## config.mk

```make
export PLATFORM = sky130hd
export DESIGN_NAME = directive_emitter
export DESIGN_NICKNAME = d
export VERILOG_FILES = /design/src/rtl/directive_emitter.sv
export SDC_FILE = /design/constraint.sdc
export NUM_CORES = 1
export LEC_CHECK = 0
export BUFFER_PORTS_ARGS = -buffer_cell sky130_fd_sc_hd__buf_4
export CORE_ASPECT_RATIO = 0.6
export CORE_UTILIZATION = 58
export CTS_BUF_LIST = sky130_fd_sc_hd__clkbuf_8
export CTS_CLUSTER_SIZE = 14
export DETAILED_ROUTE_END_ITERATION = 7
export GPL_TIMING_DRIVEN = 0
export PLACE_DENSITY = 0.91
export REMOVE_ABC_BUFFERS = 1
export SYNTH_ARGS = -nofsm -noshare
export SYNTH_HDL_FRONTEND = slang
export SYNTH_SLANG_ARGS = --single-unit
```

## constraint.sdc

```tcl
create_clock -name clk -period 3.7 [get_ports clk]
set_input_delay 0 -clock clk [delete_from_list [all_inputs] [get_ports clk]]
set_output_delay 0 -clock clk [all_outputs]
set_load 0.05 [all_outputs]
```

## src/rtl/directive_emitter.sv

```systemverilog
// directive_emitter: serializes one compiler-directive command per line as ASCII bytes, tracking `ifdef nesting.
// Latency: first byte valid the cycle after acceptance; an N-byte line takes N cycles, next command one cycle later.
// Backpressure: bytes advance only on out_valid && out_ready; cmd_ready stays low for the whole line.
module directive_emitter #(
  parameter int NAME_MAX  = 16,
  parameter int DEPTH_MAX = 8,
  parameter int INDENT    = 4,
  localparam int LW = $clog2(NAME_MAX + 1),
  localparam int DW = $clog2(DEPTH_MAX + 1)
) (
  input  logic                  clk,
  input  logic                  rst_n,
  input  logic                  cmd_valid,
  output logic                  cmd_ready,
  input  logic [3:0]            cmd_op,
  input  logic [8*NAME_MAX-1:0] cmd_name,
  input  logic [LW-1:0]         cmd_len,
  output logic                  out_valid,
  input  logic                  out_ready,
  output logic [7:0]            out_data,
  output logic                  out_last,
  output logic                  err,
  output logic [DW-1:0]         depth
);

  // The shared index counter must span the widest indent, name or keyword.
  localparam int IND_MAX = INDENT * DEPTH_MAX;
  localparam int BIG     = (IND_MAX > NAME_MAX) ? IND_MAX : NAME_MAX;
  localparam int CNT_MAX = (BIG > 8) ? BIG : 8;
  localparam int CW      = $clog2(CNT_MAX + 1);

  typedef enum logic [3:0] {
    ST_IDLE, ST_INDENT, ST_TICK, ST_KEYWORD, ST_SPACE,
    ST_QOPEN, ST_NAME, ST_QCLOSE, ST_NEWLINE
  } state_t;

  // Command as latched at acceptance, with its precomputed indent level.
  typedef struct packed {
    logic [2:0]            op;
    logic [LW-1:0]         len;
    logic [8*NAME_MAX-1:0] name;
    logic [DW-1:0]         lvl;
  } cmd_t;

  state_t                state, state_nxt;
  cmd_t                  cmd_q;
  logic [CW-1:0]         cnt;
  logic                  cnt_inc;
  logic [DEPTH_MAX:0]    else_seen;
  logic                  accept;
  logic                  legal;
  logic [DW-1:0]         lvl_new;
  logic [8*NAME_MAX-1:0] name_sh;

  // Keyword ROM: character idx of the keyword for op, first char in the top byte.
  function automatic logic [7:0] kw_char(input logic [2:0] op, input logic [2:0] idx);
    logic [55:0] s;
    case (op)
      3'd0:    s = "include";
      3'd1:    s = {"define", 8'h00};
      3'd2:    s = {"undef", 16'h0000};
      3'd3:    s = {"ifdef", 16'h0000};
      3'd4:    s = {"ifndef", 8'h00};
      3'd5:    s = {"elsif", 16'h0000};
      3'd6:    s = {"else", 24'h000000};
      default: s = {"endif", 16'h0000};
    endcase
    s = s << (8 * idx);
    return s[55:48];
  endfunction

  function automatic logic [2:0] kw_len(input logic [2:0] op);
    case (op)
      3'd0:    return 3'd7;
      3'd1:    return 3'd6;
      3'd4:    return 3'd6;
      3'd6:    return 3'd4;
      default: return 3'd5;
    endcase
  endfunction

  assign cmd_ready = (state == ST_IDLE);
  assign out_valid = (state != ST_IDLE);
  assign accept    = cmd_valid && cmd_ready;

  // Legality of the offered command against the current nesting state, and its indent level.
  always_comb begin
    legal = 1'b1;
    if (cmd_op[3])
      legal = 1'b0;
    if (cmd_op <= 4'd5 && (cmd_len == '0 || int'(cmd_len) > NAME_MAX))
      legal = 1'b0;
    if (cmd_op >= 4'd5 && cmd_op <= 4'd7 && depth == '0)
      legal = 1'b0;
    if ((cmd_op == 4'd5 || cmd_op == 4'd6) && else_seen[depth])
      legal = 1'b0;
    if ((cmd_op == 4'd3 || cmd_op == 4'd4) && int'(depth) == DEPTH_MAX)
      legal = 1'b0;
    lvl_new = (cmd_op >= 4'd5) ? depth - DW'(1) : depth;
  end

  // Next state and the byte currently presented on the stream.
  always_comb begin
    state_nxt = state;
    cnt_inc   = 1'b0;
    out_data  = 8'h00;
    out_last  = 1'b0;
    name_sh   = cmd_q.name >> (8 * cnt);
    case (state)
      ST_IDLE: begin
        if (accept && legal)
          state_nxt = (lvl_new != '0) ? ST_INDENT : ST_TICK;
      end
      ST_INDENT: begin
        out_data = 8'h20;
        if (out_ready) begin
          if (int'(cnt) == INDENT * int'(cmd_q.lvl) - 1) state_nxt = ST_TICK;
          else                                           cnt_inc   = 1'b1;
        end
      end
      ST_TICK: begin
        out_data = 8'h60;
        if (out_ready) state_nxt = ST_KEYWORD;
      end
      ST_KEYWORD: begin
        out_data = kw_char(cmd_q.op, cnt[2:0]);
        if (out_ready) begin
          if (int'(cnt) == int'(kw_len(cmd_q.op)) - 1)
            state_nxt = (cmd_q.op <= 3'd5) ? ST_SPACE : ST_NEWLINE;
          else
            cnt_inc = 1'b1;
        end
      end
      ST_SPACE: begin
        out_data = 8'h20;
        if (out_ready) state_nxt = (cmd_q.op == 3'd0) ? ST_QOPEN : ST_NAME;
      end
      ST_QOPEN: begin
        out_data = 8'h22;
        if (out_ready) state_nxt = ST_NAME;
      end
      ST_NAME: begin
        out_data = name_sh[7:0];
        if (out_ready) begin
          if (int'(cnt) == int'(cmd_q.len) - 1)
            state_nxt = (cmd_q.op == 3'd0) ? ST_QCLOSE : ST_NEWLINE;
          else
            cnt_inc = 1'b1;
        end
      end
      ST_QCLOSE: begin
        out_data = 8'h22;
        if (out_ready) state_nxt = ST_NEWLINE;
      end
      ST_NEWLINE: begin
        out_data = 8'h0A;
        out_last = 1'b1;
        if (out_ready) state_nxt = ST_IDLE;
      end
      default: state_nxt = ST_IDLE;
    endcase
  end

  // State register; the index counter restarts on every state change.
  always_ff @(posedge clk or negedge rst_n) begin
    if (!rst_n) begin
      state <= ST_IDLE;
      cnt   <= '0;
    end else begin
      state <= state_nxt;
      if (state_nxt != state) cnt <= '0;
      else if (cnt_inc)       cnt <= cnt + CW'(1);
    end
  end

  // Command latch, nesting bookkeeping and the one-cycle reject pulse.
  always_ff @(posedge clk or negedge rst_n) begin
    if (!rst_n) begin
      cmd_q     <= '0;
      depth     <= '0;
      else_seen <= '0;
      err       <= 1'b0;
    end else begin
      err <= accept && !legal;
      if (accept && legal) begin
        cmd_q <= '{op: cmd_op[2:0], len: cmd_len, name: cmd_name, lvl: lvl_new};
        case (cmd_op)
          4'd3, 4'd4: begin
            depth                      <= depth + DW'(1);
            else_seen[depth + DW'(1)]  <= 1'b0;
          end
          4'd6:    else_seen[depth] <= 1'b1;
          4'd7:    depth <= depth - DW'(1);
          default: ;
        endcase
      end
    end
  end

endmodule

```

==> run metrics <==
Slew headroom about an eighth; clock sink total roughly 160; EDFF count, synth 0; WP data required between 4 and 5 ns; cells along the critical path inv_1 > ha_1 > nor2b_1 > o21ai_1 > and4b_1 > nor2b_4 > buf_12 > buf_12 > o21ai_0 > nor2_1 > o22a_1; fin cells 1,461; CTS root buffer clkbuf_8; Top-Level Pins between 150 and 200; Cell variety after synth 72; ys async rst share 100%; core area about 0.015 mm^2; switching pwr ~2.6 mW; Vias between 8,000 and 9,000; CP max-delay cell dfrtp_1; FILL cells 840; Crit Path Max Fanout slightly below 50; CTS tree yes; Min Hold Slack 0.0676 ns; Worst EP arrival 3.80 ns; GRT Total Usage between 30% and 40%; Placer Congestion ~0.9; actual slew at the worst max-slew pin 1.32 ns; leakage power total ~6.0 nW; Gate power share between 30% and 40%; router iterations before antenna repair 7; Mapped Cells 996; die area 0.0158 mm^2; post-synthesis sequential area ratio a little under half; switching power share of the total between 40 and 50%; IO buf count 156; vias per std cell 5.92; Int Pwr between 3 and 4 mW; global-route wire length before repair about 45,000 um; initial core utilization between 60% and 70%; Die Y-Extent 97.8 um; largest stage delay on the critical path 0.64 ns; pin count of the biggest net entering global routing 89; Yosys top cell by area dfrtp_1; cell area after synthesis ~0.009 mm^2; Die X 162 um; Hold Path Class in2reg; std cell rows 34; Syn Area/Cell approximately 9 um^2; Placed Cells approximately 1,300; Resized cells post-CTS 0; nets@finish 1,397; Worst-Skew Late Latency between 0.4 and 0.5 ns; Max Clock Skew approximately 0.024 ns; Max Freq 293 MHz; Most common cell on crit path buf_12; count leader, synth nand2_1; RSZ-0062 raised after global routing no; crit path launch type register; crit path time final roughly 3.4 ns; ys flop type dfrtp_1; CP Capture Type register; clk buf depth 2; worst slack at placement a little over 0.4 ns; DP Wirelength 15,600 um; GRT overflow 0; synth top area cells dfrtp_1, nand2_1, mux4_2; Layout area overhead 35.1%; fraction of layout cells with a size suffix above 1 between 20% and 30%; H-Tree Level Count 4; share of the synthesized area in the top cell type 46.2%; Post-Route WL ~28,000 um; critical path class reg2reg; initial antenna violation count 2; Final Max Slew Viols 0; WL/cell 18.8 um; Power Density 540 mW/mm^2; # DRC 0; maxcap violations 0; FF+latch count, synth 164; PnR worst setup slack 0.292 ns; top cells by count, synth nand2_1, dfrtp_1, mux4_2; final hold vios 0; peak supply drop ~0.45 mV; Worst-path clk slew around 0.10 ns; vias in the first global route 8,690; Final period util between 90% and 100%; Ys Warns 0; final setup violation count 0; post-route ant nets 0; Seq pwr share between 40% and 50%; fin util between 80 and 90%; clock network power share 21.4%; initial DRC count 952; status completed; total CTS buffers 17
[critical path, delay by kind of cell (launching register included)]
family          cells  cell delay, ns
buf+inv             3            0.69
compound gates      3            0.58
fa+ha+maj           1            0.32
flops               1            0.64
simple gates        4            1.09
[kinds of logic (layout without fill, tap and decap cells)]
logic type | Yosys count | in the layout | synth area share, %
AO/OA/AOI/OAI | 111 | 111 | 8.32
XOR/XNOR | 28 | 28 | 2.76
adder cells (fa/ha/maj) | 8 | 8 | 1.13
buffers and inverters | 93 | 357 | 4.60
flip-flops | 164 | 164 | 46.2
multiplexers | 47 | 47 | 11.1
other | 0 | 2 | 0
AND/OR/NAND/NOR | 545 | 546 | 25.9
[final timing paths]
| check | from | endpoint | slack [ns] | depth (start not counted) |
|---|---|---|---|---|
| worst max-delay path | depth[0] | depth[3] | 0.29 | 11 |
| worst min-delay path | cmd_op[3] | cmd_q[0] | 0.07 | 4 |
| max in group asynchronous | rst_n | cmd_q[7] | 2.69 | 3 |
| worst min register to register | cmd_q[118] | cmd_q[118] | 0.47 | 2 |
| min in group asynchronous | rst_n | cmd_q[139] | 0.15 | 2 |
| worst max register to register | depth[0] | depth[3] | 0.29 | 11 |
[power by group through the flow]
| stage | combinational (mW) | clock [mW] | sequential (mW) |
|---|---|---|---|
| after global placement | 2.11 | 0 | 2.70 |
| after CTS | 2.34 | 1.39 | 2.66 |
| after floorplan | 1.58 | 0 | 2.55 |
| after global routing | 2.60 | 1.47 | 2.74 |
| after detailed placement | 2.22 | 0 | 2.69 |
| final | 2.41 | 1.39 | 2.67 |
[state kept, by name, summed over array words and instances, names as in the netlist]
register and flops:
cmd_q 140, else_seen 9, state 4, cnt 6
depth 4, err 1
[cell usage in the layout, fill, tap and decap left out, types with 3 or more instances in the layout]
cell | netlist | routed
o22ai_1 | 5 | 5
nor2b_1 | 12 | 11
nor4_1 | 5 | 5
o32ai_1 | 3 | 3
clkbuf_8 | 0 | 18
nand2_1 | 429 | 429
xor2_1 | 14 | 14
nor3_1 | 9 | 9
mux4_2 | 41 | 41
a32oi_1 | 5 | 5
buf_12 | 0 | 5
a32o_1 | 3 | 3
ha_1 | 8 | 8
nand4_1 | 5 | 5
clkinv_8 | 0 | 3
o21ai_0 | 24 | 24
mux2i_1 | 5 | 5
inv_8 | 0 | 6
or3_1 | 4 | 4
inv_1 | 22 | 22
and3_1 | 9 | 9
nand2b_1 | 9 | 9
a21oi_1 | 29 | 29
nand3_1 | 13 | 13
buf_4 | 10 | 155
xnor2_1 | 14 | 14
clkinv_4 | 0 | 3
dfrtp_1 | 164 | 162
o211ai_1 | 4 | 4
a31oi_1 | 7 | 7
nor2_1 | 29 | 29
a211oi_1 | 3 | 3
dlygate4sd3_1 | 0 | 139
[layer usage]
| layer | vias up | global-route usage, % | part of all wire [%] |
|---|---|---|---|
| li1 | 3845 | - | - |
| met1 | 4161 | 51.0 | 40 |
| met2 | 568 | 58.8 | 47 |
| met3 | 68 | 7.82 | 10 |
| met4 | 0 | 11.5 | 2.2 |
| met5 | - | 0 | 0 |
[metrics by stage]
stage	TNS [ns]	instance area, um^2	power (mW)
after global routing	0	12000	6.82
after floorplan	-460.10	8550	4.14
after global placement	-761.01	9970	4.80
after CTS	0	12000	6.39
after detailed placement	0	10200	4.91
final	0	12000	6.47
[timing repair]
action / CTS / global route
hold buffers: 139 / 0
setup buffers: 0 / 0
endpoints found under the hold margin: 218 / 0
setup endpoints to repair: 0 / 1
[final cells by class]
cell class,count,area (um^2),area share (%)
multi-input combinational,740,4390,36.6
sequential,164,4110,34.3
timing repair buffer,302,2730,22.7
clock buffer,18,248,2.07
tap,198,248,2.07
clock inverter,14,181,1.51
inverter,23,86.3,0.720
antenna,2,5.00,0.0417
(Power assumes the default switching activity.)
